[config.mk]
export PLATFORM = sky130hd
export DESIGN_NAME = serial_subtractor_flat
export DESIGN_NICKNAME = d
export VERILOG_FILES = /design/src/rtl/serial_subtractor_if.sv /design/src/rtl/serial_subtractor.sv /design/src/flat_wrapper.sv
export SDC_FILE = /design/constraint.sdc
export NUM_CORES = 1
export LEC_CHECK = 0
export CAP_MARGIN = 20
export CORE_ASPECT_RATIO = 0.5
export CORE_UTILIZATION = 35
export DETAILED_ROUTE_END_ITERATION = 10
export SYNTH_ARGS = -nofsm -noshare
export SYNTH_HDL_FRONTEND = slang
export SYNTH_SLANG_ARGS = --single-unit
[constraint.sdc]
create_clock -name clk -period 1.8 [get_ports clk]
set_input_delay 0.18 -clock clk [delete_from_list [all_inputs] [get_ports clk]]
set_output_delay 0.18 -clock clk [all_outputs]
set_load 0.01 [all_outputs]
[src/rtl/serial_subtractor_if.sv]
// Operand/result bundle for serial_subtractor.
//   start, a, b, bin : request and operands, driven by the master
//   busy, done       : progress flags, driven by the subtractor
//   diff, bout, ovf  : result, borrow-out and signed overflow, driven by the subtractor
interface serial_subtractor_if #(
  parameter int unsigned WIDTH = 8
) ();
  logic             start;
  logic [WIDTH-1:0] a;
  logic [WIDTH-1:0] b;
  logic             bin;
  logic             busy;
  logic             done;
  logic [WIDTH-1:0] diff;
  logic             bout;
  logic             ovf;

  modport master (
    output start, a, b, bin,
    input  busy, done, diff, bout, ovf
  );

  modport slave (
    input  start, a, b, bin,
    output busy, done, diff, bout, ovf
  );
endinterface

[src/rtl/serial_subtractor.sv]
// Bit-serial subtractor: diff = a - b - bin (mod 2^WIDTH), one bit per cycle, LSB first.
//   clk   : rising-edge clock
//   rst_n : asynchronous active-low reset
//   bus   : serial_subtractor_if slave (start/a/b/bin in; busy/done/diff/bout/ovf out)
// A start in IDLE or DONE latches the operands; WIDTH RUN cycles later the result,
// borrow-out and overflow update together and done pulses for one cycle.
module serial_subtractor #(
  parameter int unsigned WIDTH = 8
) (
  input logic                clk,
  input logic                rst_n,
  serial_subtractor_if.slave bus
);

  localparam int unsigned CntW = (WIDTH > 1) ? $clog2(WIDTH) : 1;

  typedef enum logic [1:0] {StIdle, StRun, StDone} state_e;

  state_e           state_q, state_d;
  logic [WIDTH-1:0] a_q, a_d;
  logic [WIDTH-1:0] b_q, b_d;
  logic [WIDTH-1:0] res_q, res_d;
  logic [WIDTH-1:0] diff_q, diff_d;
  logic             borrow_q, borrow_d;
  logic             bout_q, bout_d;
  logic             ovf_q, ovf_d;
  logic [CntW-1:0]  cnt_q, cnt_d;

  logic d_bit;
  logic borrow_nxt;
  logic last;

  // Full subtractor on the current LSBs of the operand shift registers.
  assign d_bit      = a_q[0] ^ b_q[0] ^ borrow_q;
  assign borrow_nxt = (~a_q[0] & b_q[0]) | (~(a_q[0] ^ b_q[0]) & borrow_q);
  assign last       = (cnt_q == CntW'(WIDTH - 1));

  always_comb begin
    state_d  = state_q;
    a_d      = a_q;
    b_d      = b_q;
    res_d    = res_q;
    diff_d   = diff_q;
    borrow_d = borrow_q;
    bout_d   = bout_q;
    ovf_d    = ovf_q;
    cnt_d    = cnt_q;

    case (state_q)
      StIdle, StDone: begin
        if (bus.start) begin
          a_d      = bus.a;
          b_d      = bus.b;
          borrow_d = bus.bin;
          res_d    = '0;
          cnt_d    = '0;
          state_d  = StRun;
        end else begin
          state_d  = StIdle;
        end
      end
      StRun: begin
        a_d      = a_q >> 1;
        b_d      = b_q >> 1;
        res_d    = {d_bit, res_q[WIDTH-1:1]};
        borrow_d = borrow_nxt;
        cnt_d    = cnt_q + CntW'(1);
        if (last) begin
          state_d = StDone;
          diff_d  = {d_bit, res_q[WIDTH-1:1]};
          bout_d  = borrow_nxt;
          // On the last bit a_q[0]/b_q[0] hold the original operand MSBs.
          ovf_d   = (a_q[0] != b_q[0]) && (d_bit != a_q[0]);
        end
      end
      default: state_d = StIdle;
    endcase
  end

  always_ff @(posedge clk or negedge rst_n) begin
    if (!rst_n) begin
      state_q  <= StIdle;
      a_q      <= '0;
      b_q      <= '0;
      res_q    <= '0;
      diff_q   <= '0;
      borrow_q <= 1'b0;
      bout_q   <= 1'b0;
      ovf_q    <= 1'b0;
      cnt_q    <= '0;
    end else begin
      state_q  <= state_d;
      a_q      <= a_d;
      b_q      <= b_d;
      res_q    <= res_d;
      diff_q   <= diff_d;
      borrow_q <= borrow_d;
      bout_q   <= bout_d;
      ovf_q    <= ovf_d;
      cnt_q    <= cnt_d;
    end
  end

  assign bus.busy = (state_q == StRun);
  assign bus.done = (state_q == StDone);
  assign bus.diff = diff_q;
  assign bus.bout = bout_q;
  assign bus.ovf  = ovf_q;

endmodule
[src/flat_wrapper.sv]
// flat-port wrapper written by rule: the top's interface ports become plain ports
module serial_subtractor_flat 
#(
  parameter int unsigned WIDTH = 8
)
  (clk, rst_n, bus_start, bus_a, bus_b, bus_bin, bus_busy, bus_done, bus_diff, bus_bout, bus_ovf);
  serial_subtractor_if #(.WIDTH(WIDTH)) bus_i ();
  input logic clk;
  input logic rst_n;
  input wire logic [$bits(bus_i.start)-1:0] bus_start;
  input wire logic [$bits(bus_i.a)-1:0] bus_a;
  input wire logic [$bits(bus_i.b)-1:0] bus_b;
  input wire logic [$bits(bus_i.bin)-1:0] bus_bin;
  output wire logic [$bits(bus_i.busy)-1:0] bus_busy;
  output wire logic [$bits(bus_i.done)-1:0] bus_done;
  output wire logic [$bits(bus_i.diff)-1:0] bus_diff;
  output wire logic [$bits(bus_i.bout)-1:0] bus_bout;
  output wire logic [$bits(bus_i.ovf)-1:0] bus_ovf;
  assign bus_i.start = bus_start;
  assign bus_i.a = bus_a;
  assign bus_i.b = bus_b;
  assign bus_i.bin = bus_bin;
  assign bus_busy = bus_i.busy;
  assign bus_done = bus_i.done;
  assign bus_diff = bus_i.diff;
  assign bus_bout = bus_i.bout;
  assign bus_ovf = bus_i.ovf;
  serial_subtractor #(.WIDTH(WIDTH)) u_core (.clk(clk), .rst_n(rst_n), .bus(bus_i));
endmodule
Word level (Yosys, flattened, before mapping)

Cells that the tools add are included.

Register bits after elaboration: 40
Latch bits: 0
RAM bits: 0
ROM bits: 0
Input bits: 20
Output and inout bits: 12
Logic and storage cells: 43
Memories kept: 0

Add/subtract/negate cells: 1
Multipliers: 0
Divide/modulo/power cells: 0
$lt $le $gt $ge: 0
Eq/ne operators: 7
Shift operators: 0
Muxes and demuxes: 13
Bitwise logic cells: 7
Reduce and logical (&&, ||, !) cells: 6

Operators with widths:

| operator            | count |
|---|---|
| $pmux 8 s2          | 3 |
| $mux 8              | 3 |
| $pmux 3 s2          | 1 |
| $pmux 2 s2          | 1 |
| $reduce_and 2->1    | 2 |
| $add 3x1->3 const B | 1 |
| $eq 3x3->1 const B  | 1 |
| $mux 3              | 1 |
| $and 1x1->1         | 2 |
| $eq 2x1->1 const B  | 1 |
| $eq 2x2->1 const B  | 1 |
| $logic_not 2->1     | 1 |
| $mux 1              | 2 |
| $mux 2              | 1 |
| $ne 1x1->1          | 2 |
| $ne 2x1->1 const B  | 1 |
| $ne 2x2->1 const B  | 1 |
| $not 1->1           | 2 |
| $pmux 1 s2          | 1 |
| $reduce_bool 2->1   | 1 |
| $reduce_or 2->1     | 1 |
| $xor 1x1->1         | 2 |
| $logic_and 1x1->1   | 1 |
| $or 1x1->1          | 1 |

Depth between registers and ports, before layout

Depth in word-level cells: 5
Gate-level depth with buffers: 6
Gate-level depth less buffers: 5

Worst setup path before layout

Ideal clock, no wire load.

Path type: register -> register
Start: register u_core.cnt_q[0]
End: register u_core.diff_q[0], in the netlist u_core.bus.diff[0]
Library setup time: 0.125 ns
Arrival: 1.323 ns
Data required time: 1.675 ns
Slack: 0.352 ns
Cell stages (with the launch flop): 6
Buffers on the path: 1
Clock period less this slack: 1.448 ns
Path through: dfrtp_1 ha_1 ha_1 nand3b_2 buf_6 mux2_4

Longest elaborated chain between the ends: 2

RTL lines:

| what                       | line                     | RTL |
|---|---|---|
| from (decl)                | serial_subtractor.sv:27  | `logic [CntW-1:0] cnt_q, cnt_d;` |
| from (signal assigned)     | serial_subtractor.sv:100 | `cnt_q <= cnt_d;` |
| $eq 3x3->1                 | serial_subtractor.sv:36  | `assign last = (cnt_q == CntW'(WIDTH - 1));` |
| $reduce_and 2->1 (no line) | n/a                      |  |
| to (signal assigned)       | serial_subtractor.sv:96  | `diff_q <= diff_d;` |
| to (decl)                  | serial_subtractor.sv:23  | `logic [WIDTH-1:0] diff_q, diff_d;` |

No other way between the ends.
A chain may end at the register's enable or synchronous reset.

Worst setup path after layout

Start: register u_core.state_q[1]
End: output bus_busy

Longest elaborated chain between the ends: 1

RTL lines:

| what                   | line                     | RTL |
|---|---|---|
| from (decl)            | serial_subtractor.sv:19  | `state_e state_q, state_d;` |
| from (signal assigned) | serial_subtractor.sv:82  | `state_q <= StIdle;` |
| from (signal assigned) | serial_subtractor.sv:92  | `state_q <= state_d;` |
| $eq 2x1->1             | serial_subtractor.sv:104 | `assign bus.busy = (state_q == StRun);` |
| to (decl)              | flat_wrapper.sv:14       | `output wire logic [$bits(bus_i.busy)-1:0] bus_busy;` |

No other way between the ends.

==> results summary <==
Across every metal layer, demand over resource in global routing totals 0.1365. The total placed cells including tap cells came out at 241. The final count of pins violating max slew is 0. In this run the power density over the cells is 1711 nW/um^2. The shortest clock period the worst path allows after layout came out at 1.621 ns.

The first global-routing pass estimated 5223 um of wire. The path with the worst hold slack has its endpoint at u_core.a_q[5]. The clock passes through at most 2 buffers.

The share of the Yosys chip area taken by registers is 0.5761. The post-synthesis cell count came out at 150. The remaining antenna violation count came out at 0. The post-CTS clock slew at the launch and capture registers of the worst setup and hold paths came out at roughly 0.070 ns. The routed wire length per instance is 12.46 um.

The floorplan core area is 4531 sq um. The clock tree root buffer cell is clkbuf_8. The signed area change from the synthesized netlist to the final layout is 24.89%. For this design the static power due to leakage is 0.9696 nW. From left edge to right edge, the die measures 100.4 um.

Of the available clock period, the critical path in the final layout requires 0.9006. The routed via count is around 1200. The number of filler cells placed in the layout is 431. The initial utilization of the core area, before any placement, comes to 0.3739. The total clock sinks is 39. The hold-critical path depth is 3. The number of antenna violations at the first check in global routing is 0.

The remaining design rule violation count is 0. The worst path arrival time is 1.44 ns. The floorplan has 17 rows. The length of the first detailed-routing pass in iterations came out at 4. The number of nets in the synthesized netlist came out at 174. The classification of the worst setup path is reg -> out. In the synthesized netlist the dominant register cell turns out to be dfrtp_1. The repair_antennas step left the layout with diodes totalling 0. The worst relative slew slack came out at 0.5813. The family of cells with the greatest summed delay on the critical path is buffers and inverters. The Yosys step of the flow raised 0 warnings. The class of the most critical hold timing path is in -> reg. The I/O pin total came out at 32. The via density per instance came out at 4.690. After synthesis the netlist holds a flip-flop and latch count of 39. In the final layout, the share of cells above drive strength 1 is 0.1209. After synthesis, the cell types taking the most area are dfrtp_1 58%, nand2_1 6.6%, a22o_1 5.7%, a31oi_1 5.2%, mux2_4 4.4%.

In this run the critical register-to-register path is launched from u_core.cnt_q[0]. The critical-path maximum fanout came out at 3. The worst-case IR drop observed on VDD is 0.4463 mV. For the worst-skew pair, the clock arrives at the later sink with an insertion delay of roughly 0.29 ns. In this run the tool buffered the top-level ports with 31 buffer cells. By instance count, the leading cell after synthesis is dfrtp_1. The path depth of the worst reg2reg path is 4. The biggest area consumer among synthesized cells is dfrtp_1. The number of flops mapped to enable cells by yosys is 0. The total power consumption of the routed design came out at 3.620 mW. The number of endpoints with negative hold slack in the final report came out at 0. The run finished with clean final reports. The total global routing overflow came out at 0. The number of standard cells in the layout, taps in and fillers out is ~250. The total standard cell area after synthesis came out at approximately 1700 sq um. TritonCTS built the clock tree.

The fraction of synthesis flops using an asynchronous set or reset pin is 1.000. The critical path goes through nand2b_1 > inv_2 > clkdlybuf4s50_1. The post-cts resize count is 0. The worst setup path is launched from a register. The worst path buffer plus inverter count came out at 2. The tool flagged a number of max-cap violations equal to 0. The largest individual stage delay along the critical path comes from the cell clkdlybuf4s50_1.

The setup total negative slack is 0 ns. Sorting the synthesized cells by how often they occur yields 39 x dfrtp_1, 30 x nand2_1, 15 x nor2_1. The proportion of netlist area held by the largest area contributor is 0.5761.

The required time of the critical path came out at 1.62 ns. The pin count of the biggest net entering global routing is 40. The final RePlAce weighted congestion came out at 0.6820. The average footprint of a synthesized cell came out at 11.29 sq um. Counting distinct cell types in the post-synthesis netlist gives 25. The transition time at the pin with the least slew margin came out at 0.6280 ns. The die is 51.20 um tall. Setup repair after global routing left no endpoint under its margin. The endpoint identified for the worst register-to-register timing path is u_core.bus.diff[3]. The worst-case clock skew came out at a little over 0.005 ns. The total of endpoints with negative setup slack in the final report is 0. The final HPWL from detailed placement is 2026 um. STA classifies the critical path endpoint as a primary output. The number of buffers inserted during clock tree synthesis came out at 5. On the worst path, the slowest cell contributes a delay of 0.53 ns.

The setup slack of the worst register-to-register path is 0.20 ns. The number of levels in the clock H-tree is 2. The area of the die is ~5100 sq um. After detailed routing, the total wire length is slightly above 3000 um. In this run the most critical hold path is launched from bus_a[5]. The via count of the first global-routing pass is 1125. The top achievable clock speed is 616.9 MHz. The first-iteration detailed-routing DRC count came out at 47. For this run, the post-layout net count is 207.
## layer usage
layer  global-route usage  routed length, um  vias to the layer above
li1                     -                  -                      575
met1               0.1718               1512                      554
met2               0.2146               1357                       27
met3              0.04104                144                        7
met4              0.07246                 74                        0
met5                    0                  0                        -
## placed cells by master (no fill, tap or decap), drive strengths merged, types with 2 or more instances in the layout
cell	synthesis	layout
a22o	11	11
a31oi	14	14
buf	10	6
clkbuf	1	6
clkdlybuf4s50	0	30
dfrtp	39	39
ha	3	3
inv	5	5
mux2	8	8
nand2	30	30
nand2b	2	2
nor2	16	16
nor2b	2	2
o21ai	3	3
## through the flow
step / hold WS, ns / instance area [sq um] / worst slack (ns) / utilization
after global routing: 0.4539 / 2116 / 0.09502 / 0.4670
after floorplan: -0.1156 / 1694 / 0.3517 / -
after global placement: 0.2612 / 2033 / 0.2227 / 0.4488
final: 0.4471 / 2116 / 0.1789 / 0.4670
after CTS: 0.4453 / 2116 / 0.1559 / 0.4670
after detailed placement: 0.2670 / 2033 / 0.1825 / 0.4488
## cells by family (layout without fill, tap and decap cells)
family	after synthesis	count (layout)	share of synthesized area
and+or+nand+nor	52	52	0.1307
DFF	39	39	0.5761
AOI/OAI and AO/OA	30	30	0.1278
buffers and inverters	16	48	0.06203
muxes	8	8	0.06425
adders and majority gates	4	4	0.03398
xor gates and xnor gates	1	1	0.005171
## sequential cells by signal, indices dropped and copies added, names as in the netlist
| register | cells |
|---|---|
| u_core.cnt_q | 3 |
| u_core.a_q | 8 |
| u_core.bus.diff | 8 |
| u_core.res_q | 7 |
| u_core.bus.ovf | 1 |
| u_core.borrow_q | 1 |
| u_core.state_q | 2 |
| u_core.bus.bout | 1 |
| u_core.b_q | 8 |
## how the worst max path moves through the flow
stage,start,to,cells past startpoint
after floorplan,u_core.cnt_q[0],u_core.bus.diff[0],5
after global placement,u_core.cnt_q[0],u_core.bus.diff[3],4
after detailed placement,u_core.cnt_q[0],u_core.bus.diff[2],4
after CTS,u_core.state_q[1],bus_busy,3
after global routing,u_core.state_q[1],bus_busy,3
final,u_core.state_q[1],bus_busy,3
## report_power, final
part           total, mW  internal [mW]  switching (mW)
logic               1.55          0.810           0.739
registers           1.53           1.29           0.246
clock network      0.538          0.258           0.280
## worst min-delay path, stage by stage
cell,delay (ns)
clkdlybuf4s50_1,0.40
nand2_1,0.06
a31oi_1,0.07
## layout make-up
cell class	count	area (sq um)	share of cell area
Clock buffer	6	72.57	0.03430
Inverter	5	18.77	0.008870
Multi-Input combinational cell	95	613.1	0.2898
Sequential cell	39	975.9	0.4613
Tap cell	66	82.58	0.03903
Timing Repair Buffer	37	352.8	0.1668
## timing repair
action,CTS,global route
buffers inserted,0,0
hold buffers,1,0
endpoints found under the hold margin,39,0
Power figures use the tool's default switching activity.
